<file path="src/rtl/mcu_pkg.sv">
// Shared definitions for the mcu_mc accumulator core:
// opcodes, FSM state encoding and status-word flag positions.
package mcu_pkg;

  localparam logic [3:0] OP_LD  = 4'h0;
  localparam logic [3:0] OP_ADD = 4'h1;
  localparam logic [3:0] OP_JMP = 4'h2;
  localparam logic [3:0] OP_ST  = 4'h3;
  localparam logic [3:0] OP_CMP = 4'h4;
  localparam logic [3:0] OP_JEQ = 4'h5;
  localparam logic [3:0] OP_SUB = 4'h6;
  localparam logic [3:0] OP_JLT = 4'h7;
  localparam logic [3:0] OP_JNE = 4'h8;
  localparam logic [3:0] OP_AND = 4'h9;
  localparam logic [3:0] OP_OR  = 4'hA;
  localparam logic [3:0] OP_HLT = 4'hF;

  typedef enum logic [1:0] {
    FETCH  = 2'd0,
    DECODE = 2'd1,
    EXEC   = 2'd2,
    HALT   = 2'd3
  } state_t;

  function automatic int N_BIT(int dw);
    return dw - 1;
  endfunction

  function automatic int Z_BIT(int dw);
    return dw - 2;
  endfunction

endpackage

</file>
<file path="src/rtl/mcu_mc_if.sv">
// Memory bus between the core (master) and program/data memory (slave).
// req/we/addr/wdata from master; rdata/ready from slave.
interface mcu_mc_if #(
  parameter int DW = 16,
  parameter int AW = 12
);
  logic          req;
  logic          we;
  logic [AW-1:0] addr;
  logic [DW-1:0] wdata;
  logic [DW-1:0] rdata;
  logic          ready;

  modport master (
    output req, we, addr, wdata,
    input  rdata, ready
  );

  modport slave (
    input  req, we, addr, wdata,
    output rdata, ready
  );
endinterface

</file>
<file path="src/rtl/mcu_alu.sv">
// Combinational ALU: op selects result from a (accumulator) and b (memory).
// Ports: op, a, b in; result, n (a<b), z (a==b) out.
module mcu_alu
  import mcu_pkg::*;
#(
  parameter int DW         = 16,
  parameter int CMP_SIGNED = 0
)(
  input  logic [3:0]    op,
  input  logic [DW-1:0] a,
  input  logic [DW-1:0] b,
  output logic [DW-1:0] result,
  output logic          n,
  output logic          z
);

  always_comb begin
    result = a;
    case (op)
      OP_LD:   result = b;
      OP_ADD:  result = a + b;
      OP_SUB:  result = a - b;
      OP_AND:  result = a & b;
      OP_OR:   result = a | b;
      default: result = a;
    endcase
    if (CMP_SIGNED != 0)
      n = $signed(a) < $signed(b);
    else
      n = a < b;
    z = (a == b);
  end

endmodule

</file>
<file path="src/rtl/mcu_mc.sv">
// Multi-cycle accumulator core: FETCH/DECODE/EXEC/HALT over a req/ready bus.
// Ports: clock, reset (async high), mem (bus master), halted, dbg_pc/a/sw.
module mcu_mc
  import mcu_pkg::*;
#(
  parameter int            DW         = 16,
  parameter int            AW         = 12,
  parameter int            CMP_SIGNED = 0,
  parameter logic [AW-1:0] RESET_PC   = '0
)(
  input  logic          clock,
  input  logic          reset,
  mcu_mc_if.master      mem,
  output logic          halted,
  output logic [AW-1:0] dbg_pc,
  output logic [DW-1:0] dbg_a,
  output logic [DW-1:0] dbg_sw
);

  localparam logic [AW-1:0] STEP = AW'(DW / 8);

  state_t        state, state_n;
  logic [AW-1:0] pc, pc_n;
  logic [AW-1:0] c, c_n;
  logic [AW-1:0] addr, addr_n;
  logic [3:0]    op, op_n;
  logic [DW-1:0] a, a_n;
  logic [DW-1:0] wdata, wdata_n;
  logic [DW-1:0] alu_res;
  logic          n_f, n_n, z_f, z_n;
  logic          req, req_n, we, we_n;
  logic          hlt, hlt_n;
  logic          alu_n, alu_z;
  logic          take, is_mem;

  mcu_alu #(
    .DW(DW),
    .CMP_SIGNED(CMP_SIGNED)
  ) u_alu (
    .op(op),
    .a(a),
    .b(mem.rdata),
    .result(alu_res),
    .n(alu_n),
    .z(alu_z)
  );

  // IR is kept as its two live fields; bits between them are don't-care.
  always_comb begin
    take   = 1'b0;
    is_mem = 1'b0;
    case (op)
      OP_JMP: take = 1'b1;
      OP_JEQ: take = z_f;
      OP_JNE: take = !z_f;
      OP_JLT: take = n_f;
      OP_LD, OP_ADD, OP_ST, OP_CMP,
      OP_SUB, OP_AND, OP_OR: is_mem = 1'b1;
      default: ;
    endcase
  end

  always_comb begin
    state_n = state;
    pc_n    = pc;
    c_n     = c;
    op_n    = op;
    a_n     = a;
    n_n     = n_f;
    z_n     = z_f;
    req_n   = req;
    we_n    = we;
    addr_n  = addr;
    wdata_n = wdata;
    hlt_n   = hlt;
    case (state)
      FETCH: begin
        // First cycle after reset has no request out yet.
        if (!req) begin
          req_n  = 1'b1;
          we_n   = 1'b0;
          addr_n = pc;
        end else if (mem.ready) begin
          op_n    = mem.rdata[DW-1 -: 4];
          c_n     = mem.rdata[AW-1:0];
          pc_n    = pc + STEP;
          req_n   = 1'b0;
          state_n = DECODE;
        end
      end
      DECODE: begin
        if (op == OP_HLT) begin
          state_n = HALT;
          hlt_n   = 1'b1;
        end else if (is_mem) begin
          state_n = EXEC;
          req_n   = 1'b1;
          we_n    = (op == OP_ST);
          addr_n  = c;
          wdata_n = a;
        end else begin
          state_n = FETCH;
          req_n   = 1'b1;
          we_n    = 1'b0;
          addr_n  = take ? c : pc;
          if (take) pc_n = c;
        end
      end
      EXEC: begin
        if (mem.ready) begin
          case (op)
            OP_ST: ;
            OP_CMP: begin
              n_n = alu_n;
              z_n = alu_z;
            end
            default: a_n = alu_res;
          endcase
          // Next fetch is issued on the same edge.
          state_n = FETCH;
          req_n   = 1'b1;
          we_n    = 1'b0;
          addr_n  = pc;
        end
      end
      HALT: begin
        req_n = 1'b0;
        hlt_n = 1'b1;
      end
      default: state_n = FETCH;
    endcase
  end

  always_ff @(posedge clock or posedge reset) begin
    if (reset) begin
      state <= FETCH;
      pc    <= RESET_PC;
      c     <= '0;
      op    <= '0;
      a     <= '0;
      n_f   <= 1'b0;
      z_f   <= 1'b0;
      req   <= 1'b0;
      we    <= 1'b0;
      addr  <= '0;
      wdata <= '0;
      hlt   <= 1'b0;
    end else begin
      state <= state_n;
      pc    <= pc_n;
      c     <= c_n;
      op    <= op_n;
      a     <= a_n;
      n_f   <= n_n;
      z_f   <= z_n;
      req   <= req_n;
      we    <= we_n;
      addr  <= addr_n;
      wdata <= wdata_n;
      hlt   <= hlt_n;
    end
  end

  assign mem.req   = req;
  assign mem.we    = we;
  assign mem.addr  = addr;
  assign mem.wdata = wdata;
  assign halted    = hlt;
  assign dbg_pc    = pc;
  assign dbg_a     = a;

  always_comb begin
    dbg_sw = '0;
    dbg_sw[N_BIT(DW)] = n_f;
    dbg_sw[Z_BIT(DW)] = z_f;
  end

endmodule

</file>
<file path="src/flat_wrapper.sv">
// flat-port wrapper written by rule: the top's interface ports become plain ports
module mcu_mc_flat import mcu_pkg::*;
#(
  parameter int            DW         = 16,
  parameter int            AW         = 12,
  parameter int            CMP_SIGNED = 0,
  parameter logic [AW-1:0] RESET_PC   = '0
)
  (clock, reset, halted, dbg_pc, dbg_a, dbg_sw, mem_req, mem_we, mem_addr, mem_wdata, mem_rdata, mem_ready);
  mcu_mc_if #(.DW(DW), .AW(AW)) mem_i ();
  input  logic clock;
  input  logic reset;
  output logic halted;
  output logic [AW-1:0] dbg_pc;
  output logic [DW-1:0] dbg_a;
  output logic [DW-1:0] dbg_sw;
  output wire logic [$bits(mem_i.req)-1:0] mem_req;
  output wire logic [$bits(mem_i.we)-1:0] mem_we;
  output wire logic [$bits(mem_i.addr)-1:0] mem_addr;
  output wire logic [$bits(mem_i.wdata)-1:0] mem_wdata;
  input wire logic [$bits(mem_i.rdata)-1:0] mem_rdata;
  input wire logic [$bits(mem_i.ready)-1:0] mem_ready;
  assign mem_req = mem_i.req;
  assign mem_we = mem_i.we;
  assign mem_addr = mem_i.addr;
  assign mem_wdata = mem_i.wdata;
  assign mem_i.rdata = mem_rdata;
  assign mem_i.ready = mem_ready;
  mcu_mc #(.DW(DW), .AW(AW), .CMP_SIGNED(CMP_SIGNED), .RESET_PC(RESET_PC)) u_core (.clock(clock), .reset(reset), .mem(mem_i), .halted(halted), .dbg_pc(dbg_pc), .dbg_a(dbg_a), .dbg_sw(dbg_sw));
endmodule
</file>
<file path="config.mk">
export PLATFORM = sky130hd
export DESIGN_NAME = mcu_mc_flat
export DESIGN_NICKNAME = d
export VERILOG_FILES = /design/src/rtl/mcu_pkg.sv /design/src/rtl/mcu_mc_if.sv /design/src/rtl/mcu_alu.sv /design/src/rtl/mcu_mc.sv /design/src/flat_wrapper.sv
export SDC_FILE = /design/constraint.sdc
export NUM_CORES = 1
export LEC_CHECK = 0
export CAP_MARGIN = 10
export CELL_PAD_IN_SITES_DETAIL_PLACEMENT = 1
export CELL_PAD_IN_SITES_GLOBAL_PLACEMENT = 1
export CORE_ASPECT_RATIO = 0.7
export CORE_MARGIN = 2
export CORE_UTILIZATION = 42
export CTS_CLUSTER_SIZE = 40
export DETAILED_ROUTE_END_ITERATION = 10
export PLACE_DENSITY = 0.89
export SKIP_CTS_REPAIR_TIMING = 1
export SLEW_MARGIN = 5
export SYNTH_ARGS = -nofsm -noshare
export SYNTH_HDL_FRONTEND = slang
export SYNTH_SLANG_ARGS = --single-unit
</file>
<file path="constraint.sdc">
create_clock -name clock -period 3.47 [get_ports clock]
set_input_delay 0.8675 -clock clock [delete_from_list [all_inputs] [get_ports clock]]
set_output_delay 0.8675 -clock clock [all_outputs]
set_load 0.02 [all_outputs]
</file>
==> reports/metrics.yaml <==
run_status:
  status: "finished clean"
synth:
  synth_edf_count: 0
  ys_async_sr_fraction_pct: 100
  synth_commonest_cells: "85 x nand2_1, 79 x dfrtp_1, 77 x o21ai_0, 61 x nor2_1, 57 x ha_1"
  syn-mean-instance-area_sq_um: 8.49
  yosys_most_used_dff: "dfrtp_1"
  synth_most_common_cell: "nand2_1"
  yosysWarningCount: 0
  syn_inst: 777
  synth_largest_area_cell: "dfrtp_1"
  synthTopCellsByArea: "dfrtp_1 30%, ha_1 11%, o21ai_0 5.8%, nand2_1 4.8%, nor2_1 3.5%"
  ys_ff_latch: 79
  ys_seq_area_share_pct: 30.0
  netlist_area_sq_mm: 0.00659
  synth_top_cell_area_share_pct: 30.0
  synthDistinctLibCells: 92
die:
  initial_utilization_pct: 42.8
  num_rows: 38
  io_pins: 94
  dieArea_sq_mm: 0.0167
  fp.dieW_um: 154
  core_area_sq_mm: 0.0154
  dieHeight_um: 109
detailed_routing:
  wl_um: 25000
  drt_iter0_markers: 525
  drc_errors: 0
  dr.pass1.iters: 5
  vias_per_cell: 6.11
  vias: 6683
  wire_per_inst_um: 22.9
  ant_nets: 0
placement:
  dpl_cell_area_sq_mm: 0.00782
  dp_hpwl_um: 17800
  dp_slack_ns: -0.149
  portBuffers: 79
  gp_congestion: 0.967
power:
  vdd.ir_drop.worst_v: 0.000432
  clkPwrFrac_pct: 12.6
  power.internal_mw: 4.20
  pwr-share-seq_pct: 21.9
  switching_share_pct: 51.2
  power.total_mw: 8.60
  combinationalPowerShare_pct: 65.5
  leakage_nw: 3.62
  power.switching_mw: 4.40
  power_density_mw_per_mm2: 1050
global_route:
  grt_pass1_wl_um: 38800
  grt.total_usage_pct: 29.7
  grt_max_degree: 56
  grt_pass1_vias: 6864
  grt_overflow: 0
  antenna_found_initial: 0
sta:
  clock_skew_ns: 0.00951
  worst_slew_pin_slew_ns: 0.937
  fin_ws_ns: 0.142
  fin_crit_sh_pct: 95.9
  slew_viol_final: 0
  slew-limit-headroom_pct: 37.5
  hold_viol_final: 0
  setup_viol: 0
  timing.fmax_mhz: 300
  holdWs_ns: 0.478
  min_period_ns: 3.33
worst_setup_path:
  reg2reg_slack_ns: 0.66
  worst-path-max-fanout: 5
  r2r_cells: 9
  r2r-start: "u_core.dbg_a[4]"
  cp-start-kind: "primary input"
  critPathKind: "in -> reg"
  crit_start: "mem_rdata[1]"
  arrival_ns: 3.56
  r2r-end: "u_core.dbg_a[14]"
  cp_data_required_time_ns: 3.70
  crit_path_end_kind: "flip-flop"
finish:
  final_cell_area_sq_mm: 0.00815
  syn2layout_area_growth_pct: 23.6
  post-route-util_pct: 52.9
  antenna_cells: 0
  nets: 966
  drive_above_1_share_pct: 15.7
clock_tree:
  cts_tree: "yes"
  clk_path_buf_depth: 2
  clkSinkCount: 79
  root_buffer: "clkbuf_16"
  cts_made_buffers: 9
  htreeDepth: 3
  clk_pin_slew_worst_paths_ns: 0.07
  clk_latency_ns: 0.36
hold_path:
  min-delay-start: "u_core.mem.we"
  hold_path_depth: 2
  hp-class: "reg -> reg"
  hold_end: "u_core.mem.we"
run:
  maxCapViolCount: 0
through the flow:
stage / TNS, ns / instances
2_1_floorplan: 0 / 790
3_3_place_gp: -0.111 / 1077
3_5_place_dp: -0.802 / 1077
4_1_cts: 0 / 1093
5_1_grt: -0.0567 / 1093
6_report: 0 / 1093
power by group through the flow:
stage / registers, mW / clock network, mW / logic, mW
after floorplan: 2.03 / 0 / 3.25
after global placement: 1.84 / 0 / 5.16
after detailed placement: 1.87 / 0 / 5.39
after CTS: 1.87 / 1.08 / 5.51
after global routing: 1.94 / 1.11 / 6.03
final: 1.88 / 1.09 / 5.63
state kept, by name (all words and copies together), names as in the netlist:
register and cells:
u_core.mem.wdata 16, u_core.halted 1, u_core.state 2, u_core.n_f 1, u_core.dbg_pc 12, u_core.mem.addr 12, u_core.mem.we 1, u_core.op 4
u_core.c 12, u_core.mem.req 1, u_core.z_f 1, u_core.dbg_a 16
layout by cell type (no fill, tap or decap), types with 6 or more instances in the layout:
master           instances
nand2_1                 85
inv_1                   53
a21oi_1                 42
nor2b_1                  8
clkbuf_16                9
buf_4                   67
o221ai_1                 7
a221o_1                  6
a221oi_1                 7
conb_1                  14
o211ai_1                 6
nand3_1                 13
ha_1                    57
and3_1                   9
a31oi_1                 11
o21ai_0                 77
o22ai_1                 13
a21oi_2                  7
o21ai_1                  9
a21o_1                   8
nor2_1                  61
nand4_1                  6
nor3_1                  18
mux2i_1                 15
dfrtp_1                 79
clkdlybuf4s50_1         79
cell type report:
| type | instances | area, sq um |
|---|---|---|
| Tap cell | 200 | 250 |
| Fill cell | 1871 | 7250 |
| Clock inverter | 7 | 95.1 |
| Multi-Input combinational cell | 594 | 4080 |
| Clock buffer | 9 | 225 |
| Inverter | 57 | 215 |
| Timing Repair Buffer | 147 | 1310 |
| Sequential cell | 79 | 1980 |
worst max-delay path, stage by stage:
cell and delay (ns):
clkdlybuf4s50_1 0.53, inv_1 0.16, ha_1 0.39, a211oi_2 0.31, o31ai_2 0.17, a2111oi_1 0.45, or2_1 0.18, nor2_1 0.05
nor4_1 0.35, nor3_1 0.10
logic make-up (layout without fill, tap and decap cells):
group / after synthesis / count (layout) / synth area share (%)
AOI/OAI and AO/OA: 251 / 251 / 26.5
xor gates and xnor gates: 5 / 5 / 0.664
adders and majority gates: 59 / 59 / 11.4
buffers and inverters: 117 / 220 / 9.13
DFF: 79 / 79 / 30.0
muxes: 18 / 18 / 3.02
other: 1 / 14 / 0.0569
and+or+nand+nor: 247 / 247 / 19.2
worst max-delay path by stage:
stage | end | slack, ns | cells past startpoint
after CTS | u_core.dbg_a[14] | 0.08 | 11
after floorplan | u_core.c[0] | 0.58 | 1
after global placement | u_core.dbg_a[14] | -0.06 | 11
final | u_core.dbg_a[9] | 0.14 | 10
after global routing | u_core.dbg_a[13] | -0.06 | 11
after detailed placement | u_core.dbg_a[9] | -0.15 | 10
layer usage:
metal | routed length [um] | vias to the layer above | global-route usage (%) | share of wire (%)
met5 | 0 | - | 0 | 0
met4 | 785 | 0 | 11.3 | 3.1
met3 | 1810 | 62 | 5.92 | 7.3
met2 | 11400 | 310 | 47.1 | 45
met1 | 11000 | 3338 | 40.3 | 44
li1 | - | 2973 | - | -
(Power assumes the default switching activity.)
